<file path="config.mk">
export PLATFORM = sky130hd
export DESIGN_NAME = pipe_delay_line
export DESIGN_NICKNAME = d
export VERILOG_FILES = /design/src/rtl/pipe_delay_line_pkg.sv /design/src/rtl/pipe_delay_line_stage.sv /design/src/rtl/pipe_delay_line.sv
export SDC_FILE = /design/constraint.sdc
export NUM_CORES = 1
export LEC_CHECK = 0
export CAP_MARGIN = 20
export CORE_UTILIZATION = 48
export CTS_BUF_LIST = sky130_fd_sc_hd__clkbuf_4 sky130_fd_sc_hd__clkbuf_8 sky130_fd_sc_hd__clkbuf_16
export CTS_CLUSTER_SIZE = 24
export DETAILED_ROUTE_END_ITERATION = 8
export GPL_ROUTABILITY_DRIVEN = 0
export PLACE_DENSITY = 0.81
export SYNTH_ARGS = -nofsm -noshare
export SYNTH_HDL_FRONTEND = slang
export SYNTH_HIERARCHICAL = 1
export SYNTH_SLANG_ARGS = --single-unit
export TNS_END_PERCENT = 50
</file>
<file path="constraint.sdc">
create_clock -name clk -period 2.05 [get_ports clk]
set_input_delay 0.41 -clock clk [delete_from_list [all_inputs] [get_ports clk]]
set_output_delay 0.41 -clock clk [all_outputs]
set_load 0.02 [all_outputs]
</file>
<file path="src/rtl/pipe_delay_line_pkg.sv">
// Shared constants and helpers for the elastic delay line and its stages.
// Defaults match the 32-bit datapath word.
package pipe_delay_line_pkg;

    localparam int          DEFAULT_WIDTH     = 32;
    localparam logic [31:0] DEFAULT_RESET_VAL = 32'h0000_0000;

    // Bits needed to hold an occupancy from 0 up to depth inclusive.
    function automatic int count_width(input int depth);
        return $clog2(depth + 1);
    endfunction

endpackage

</file>
<file path="src/rtl/pipe_delay_line_stage.sv">
// One elastic stage: a data register plus its valid bit, loading from upstream
// whenever it is empty or its own content is leaving.
module pipe_stage
    import pipe_delay_line_pkg::*;
#(
    parameter int               WIDTH     = DEFAULT_WIDTH,
    parameter logic [WIDTH-1:0] RESET_VAL = WIDTH'(DEFAULT_RESET_VAL)
) (
    input  logic             clk,
    input  logic             rst,
    input  logic             up_valid,
    input  logic [WIDTH-1:0] up_data,
    input  logic             dn_ready,
    input  logic             flush,
    output logic             vld,
    output logic [WIDTH-1:0] data,
    output logic             rdy
);

    logic             vld_q, vld_d;
    logic [WIDTH-1:0] data_q, data_d;

    assign rdy  = !vld_q | dn_ready;
    assign vld  = vld_q;
    assign data = data_q;

    // NOTE: every variable gets its hold value first so no path leaves it unassigned (no latch).
    always_comb begin
        vld_d  = vld_q;
        data_d = data_q;
        if (rdy) begin
            vld_d = up_valid;
        end
        // Bubbles and flushes never disturb the held data, only the valid bit.
        if (rdy && up_valid && !flush) begin
            data_d = up_data;
        end
        if (flush) begin
            vld_d = 1'b0;
        end
    end

    // NOTE: the data register is reset too, so out_data is a known value straight out of reset.
    always_ff @(posedge clk or posedge rst) begin
        if (rst) begin
            vld_q  <= 1'b0;
            data_q <= RESET_VAL;
        end else begin
            vld_q  <= vld_d;
            data_q <= data_d;
        end
    end

endmodule

</file>
<file path="src/rtl/pipe_delay_line.sv">
// Elastic DEPTH-stage register pipeline with valid/ready backpressure, bubble
// collapsing, synchronous flush and a registered occupancy count.
module pipe_delay_line
    import pipe_delay_line_pkg::*;
#(
    parameter int               WIDTH     = DEFAULT_WIDTH,
    parameter int               DEPTH     = 2,
    parameter logic [WIDTH-1:0] RESET_VAL = WIDTH'(DEFAULT_RESET_VAL)
) (
    input  logic                          clk,
    input  logic                          rst,
    input  logic [WIDTH-1:0]              in_data,
    input  logic                          in_valid,
    output logic                          in_ready,
    output logic [WIDTH-1:0]              out_data,
    output logic                          out_valid,
    input  logic                          out_ready,
    input  logic                          flush,
    output logic [count_width(DEPTH)-1:0] count
);

    localparam int CW = count_width(DEPTH);

    logic [DEPTH-1:0]            vld;
    logic [DEPTH-1:0][WIDTH-1:0] data;
    logic                        head_rdy;
    logic                        in_hs;
    logic                        out_hs;
    logic [CW-1:0]               count_q, count_d;

    genvar i;
    for (i = 0; i < DEPTH; i++) begin : g_stage
        logic             up_valid_w;
        logic [WIDTH-1:0] up_data_w;
        logic             dn_ready_w;
        logic             rdy_w;

        if (i == 0) begin : g_head
            assign up_valid_w = in_valid;
            assign up_data_w  = in_data;
            assign head_rdy   = rdy_w;
        end else begin : g_body
            assign up_valid_w = vld[i-1];
            assign up_data_w  = data[i-1];
        end

        // Each link of the ready chain is its own net, keeping the chain acyclic per signal.
        if (i == DEPTH - 1) begin : g_tail
            assign dn_ready_w = out_ready;
        end else begin : g_link
            assign dn_ready_w = g_stage[i+1].rdy_w;
        end

        pipe_stage #(
            .WIDTH     (WIDTH),
            .RESET_VAL (RESET_VAL)
        ) u_stage (
            .clk      (clk),
            .rst      (rst),
            .up_valid (up_valid_w),
            .up_data  (up_data_w),
            .dn_ready (dn_ready_w),
            .flush    (flush),
            .vld      (vld[i]),
            .data     (data[i]),
            .rdy      (rdy_w)
        );
    end

    assign in_ready  = head_rdy & !flush;
    assign out_valid = vld[DEPTH-1];
    assign out_data  = data[DEPTH-1];
    assign in_hs     = in_valid & in_ready;
    assign out_hs    = out_valid & out_ready;
    assign count     = count_q;

    always_comb begin
        count_d = count_q;
        if (flush) begin
            count_d = '0;
        end else if (in_hs && !out_hs) begin
            count_d = count_q + CW'(1);
        end else if (!in_hs && out_hs) begin
            count_d = count_q - CW'(1);
        end
    end

    always_ff @(posedge clk or posedge rst) begin
        if (rst) begin
            count_q <= '0;
        end else begin
            count_q <= count_d;
        end
    end

endmodule

</file>
* Yosys cells after proc, flatten, opt, wreduce, memory -nomap -nowiden
Cells that the tools add are included.
** Storage, ports and cells
- Register bits :: 68
- Input port bits :: 37
- Output and inout bits :: 36
- Logic and storage cells :: 33
** Cells by class
- $add $sub $neg :: 2
- Multiplexer cells :: 7
- Bitwise logic cells :: 5
- Reduce and logical (&&, ||, !) cells :: 14
** Operator list (number)
- logical AND 1 bit :: 6
- two-way mux 2 bit :: 3
- logical NOT 1 bit :: 5
- two-way mux 1 bit :: 4
- nonzero test 2 bit :: 2
- AND 1 bit :: 3
- nonzero test 3 bit :: 1
- adder 2 x 1 -> 2 bit (second input constant) :: 1
- OR 1 bit :: 2
- subtractor 2 x 1 -> 2 bit (second input constant) :: 1

* Logic depth before layout (Yosys ltp)
- Depth after elaboration :: 10
- Mapped depth :: 7
- Mapped depth without buffers :: 7

* Modules after synthesis
The synthesis kept the hierarchy.
** By module, submodules not included
- pipe_stage :: times used 2, cells an instance 74, area an instance 1267.5 sq um, seq. area each 825.8 sq um
- pipe_delay_line :: times used 1, cells an instance 19, area an instance 165.2 sq um, seq. area each 50.0 sq um

* Worst setup path after synthesis
Ideal clock, no wire load.
- Path kind :: reg2reg
- From :: register g_stage[1].u_stage.vld_q
- To :: register count_q[0] (netlist: count[0])
- Setup time :: 128 ps
- Arrival time :: 1561 ps
- Required time :: 1922 ps
- Slack :: 362 ps
- Cell stages (with the launch flop) :: 8
- Path buffers :: 0
- Clock period less this slack :: 1688 ps
- Path through :: dfrtp_1 nor2b_4 inv_1 nor2b_4 inv_1 nand2_2 xor2_1 mux2_1
** Between the ends
- Cells in the longest elaborated chain, start to end :: 8
- Elaborated cells on any way between the ends :: 13
- Those cells by class :: mux (2); bitwise (5); reduce/logical (6)
** Ends and longest elaborated chain
- start: declaration :: RTL line pipe_delay_line_stage.sv:20 : logic vld_q, vld_d;
- start signal: assignment :: RTL line pipe_delay_line_stage.sv:49 : vld_q <= vld_d;
- logical NOT 1 bit * :: RTL line pipe_delay_line_stage.sv:23 : assign rdy = !vld_q | dn_ready;
- OR 1 bit * :: RTL line pipe_delay_line_stage.sv:23
- named net g_stage[0].dn_ready_w :: RTL line pipe_delay_line.sv:35 : logic dn_ready_w;
- OR 1 bit * :: RTL line pipe_delay_line_stage.sv:23
- named net g_stage[0].rdy_w :: RTL line pipe_delay_line.sv:36 : logic rdy_w;
- AND 1 bit * :: RTL line pipe_delay_line.sv:70 : assign in_ready = head_rdy & !flush;
- AND 1 bit * :: RTL line pipe_delay_line.sv:73 : assign in_hs = in_valid & in_ready;
- logical AND 1 bit or logical NOT 1 bit (tied branches) :: RTL line pipe_delay_line.sv:81, pipe_delay_line.sv:83
- two-way mux 2 bit or logical AND 1 bit (tied branches) :: RTL line pipe_delay_line.sv:81, pipe_delay_line.sv:83
- two-way mux 2 bit or nonzero test 3 bit (tied branches)
- end signal: assignment :: RTL line pipe_delay_line.sv:92 : count_q <= count_d;
- end: declaration :: RTL line pipe_delay_line.sv:29 : logic [CW-1:0] count_q, count_d;
Mark *: on every way through the listed nets, which the timed path passes. The rest lies on a longest branch.
A chain may end at the register's enable or synchronous reset.

* Final worst setup path
- From :: register g_stage[1].u_stage.vld_q
- To :: output in_ready
** Between the ends
- Cells in the longest elaborated chain, start to end :: 4
** Ends and longest elaborated chain
- logical NOT 1 bit :: RTL line pipe_delay_line_stage.sv:23
- OR 1 bit :: RTL line pipe_delay_line_stage.sv:23
- named net g_stage[0].dn_ready_w :: RTL line pipe_delay_line.sv:35
- OR 1 bit :: RTL line pipe_delay_line_stage.sv:23
- named net g_stage[0].rdy_w :: RTL line pipe_delay_line.sv:36
- AND 1 bit :: RTL line pipe_delay_line.sv:70
- end: declaration :: RTL line pipe_delay_line.sv:14 : output logic in_ready,
The timed path passes the listed nets, and every way through them passes these cells.

==> reports/summary.txt <==
Final Cycle Share: 94.5%
Met1 Track Usage GR: 23.1%
Post-DRT Antenna Nets: 0
Mapped Area: 2700 sq um
Worst-path fanout max: 5
Max Root-Sink Buffers: 2
Post-CTS Hold Buffers: 0
Routed WL: 5170 microns
DRT Pass-1 Iters: 3
Vias in the first global route: 1,837
Critical R2R Launch: g_stage[1].u_stage/vld$_DFFE_PP0P_
Slew HR: 74.7%
# diodes: 0
Global routing's busiest layer: met2
CTS tree: built
Initial antenna violation count: 0
First-pass GRT wire length: 8750 microns
Max Cap Viol: 0
LEAKAGE: 0.00161 uW
CP endpoint kind: output port
Syn avg cell area: 16.2 sq um
Clock Sinks: 68
Final hold vios: 0
Routed via count: 1,625
Fin nets: 293
Met2 GRT Util: 34.4%
Starting Density: 51.2%
CTS Buf Count: 9
Worst-Margin Slew: 0.378 ns
Crit Reg-Reg Endpoint: g_stage[0].u_stage/data[9]$_DFFE_PP0P_
Startpoint types: flip-flop
Final HPWL DP: 3590 microns
Sequential cell area fraction in the yosys report: 63.0%
Pin count of the biggest net entering global routing: 33
Clk_skew: 0.00716 ns
Pre-CTS setup slack: -0.325 ns
Reg clk slew, reported paths: 0.07 ns
Gr ovfl total: 0
Vias per cell: 4.91
Area post-placement: 3570 sq um
Fin area: 3810 sq um
FF+latch count, synth: 68
Post-route setup slack: 0.112 ns
YS warnings: 6
Setup violators final: 0
Height of the die: 77 microns
WL/cell: 15.6 microns
Dominant cell type by area after synthesis: dfrtp_1
Clk Latency, worst-skew pair: 0.33 ns
# H-tree levels: 3
Worst EP required: 1.64 ns
Crit Path Class: reg -> out
GR Util met3: 6.07%
Syn Inst Count: 167
Starting DRC count in detailed routing: 64
R2R setup slack: 0.29 ns
Worst vdd ir: 552 uV
Die area: 5930 sq um
DR DRC count: 0
Post-Syn Nets: 204
Post-synth top area share: 63.0%
Worst EP arrival: 1.53 ns
Hold crit path type: in -> async
GR Util All Layers: 19.8%
Fin crit period: 1.94 ns
CTS root buf: clkbuf_8
Area grow syn2layout: 41.0%
F_max: 0.516 GHz
Status: finished, final reports clean
RSZ-0062 raised after global routing: false
Worst Reg-to-Reg Cells: 7
Layout cells sized above 1: 37.2%
PortBufs: 72
Area contributors post-synth: dfrtp_1 (63%), mux2_2 (27%), buf_6 (2.5%)
Synth cell types: 19
Die extent in x: 77 microns
Core area: 5270 sq um
Pwr dens: 1100 nW/um^2
Final Max Slew Viols: 0
I/O Pins: 73
Cell Rows: 26
[kinds of logic after synthesis]
| logic type | synth area share, % |
|---|---|
| compound gates | 1.11 |
| xor+xnor | 0.324 |
| buf+inv | 3.34 |
| flops | 63.0 |
| mux | 27.5 |
| simple gates | 4.73 |
[cells in the final DEF (no fill, tap or decap), types with 2 or more instances in the layout]
cell	instances
nor2b_4	2
buf_12	3
nor2_1	6
clkdlybuf4s50_1	70
bufinv_16	2
clkbuf_8	12
inv_1	6
dfrtp_1	68
mux2_2	64
nand2_1	2
buf_4	9
nor3b_4	2
[routing by layer]
layer | vias to the layer above | wire, microns
met2 | 36 | 2630
met4 | 0 | 59
met5 | - | 0
met3 | 9 | 156
li1 | 761 | -
met1 | 819 | 2330
[sequential cells by signal, summed over array words and instances (netlist names)]
register / cells
count: 2
g_stage.u_stage/data: 64
g_stage.u_stage/vld: 2
[synthesized netlist by cell type, drive strengths merged]
| cell | instances |
|---|---|
| nor4bb | 1 |
| a21oi | 1 |
| nor2b | 3 |
| xor2 | 1 |
| o2111ai | 1 |
| o311ai | 1 |
| nor2 | 6 |
| a21boi | 1 |
| nand2 | 3 |
| mux2i | 1 |
| and4b | 1 |
| dfrtp | 68 |
| inv | 6 |
| buf | 6 |
| nor3b | 2 |
| mux2 | 65 |
[stage by stage]
stage	std cells	util (%)	total power [uW]	TNS, ns	hold slack [ns]
after floorplan	167	-	2380	0	0.151
after CTS	331	72.2	4240	0	0.285
after global routing	331	72.2	4390	0	0.297
after detailed placement	315	67.7	2960	-8.19	0.489
final	331	72.2	4200	0	0.295
after global placement	315	67.7	2930	-7.07	0.480
[power breakdown]
part           internal, uW  switching [uW]
clock                   799             474
combinational           647             491
sequential             1640             154
total                  3080            1120
[timing repair]
item	4_1_cts	5_1_grt
gates resized for setup	2	1
endpoints found under the setup margin	1	1
setup buffers	0	0
gates cloned	0	0
[final cells by class]
type / instances / area (sq um)
clock buffer: 13 / 173
clock inverter: 3 / 67.6
fill: 364 / 1460
inverter: 6 / 22.5
multi-input combinational: 87 / 908
sequential: 68 / 1700
tap: 70 / 87.6
timing repair buffer: 84 / 847
[worst max-delay path: stages, from the launching register on]
cell	delay, ns
dfrtp_1	0.42
nor2b_4	0.17
inv_1	0.06
nor2b_4	0.10
inv_1	0.05
nor2b_1	0.12
clkdlybuf4s15_1	0.28
[how the worst max path moves through the flow]
stage / from / endpoint / slack [ns] / cells past startpoint
after global placement: out_ready / in_ready / -0.29 / 7
final: g_stage[1].u_stage/vld$_DFFE_PP0P_ / in_ready / 0.11 / 6
after CTS: g_stage[1].u_stage/vld$_DFFE_PP0P_ / in_ready / 0.06 / 6
after detailed placement: out_ready / in_ready / -0.32 / 7
after global routing: g_stage[1].u_stage/vld$_DFFE_PP0P_ / in_ready / 0.02 / 6
after floorplan: g_stage[1].u_stage/vld$_DFFE_PP0P_ / count[0]$_DFFE_PP0P_ / 0.36 / 7
Power figures use the tool's default switching activity.
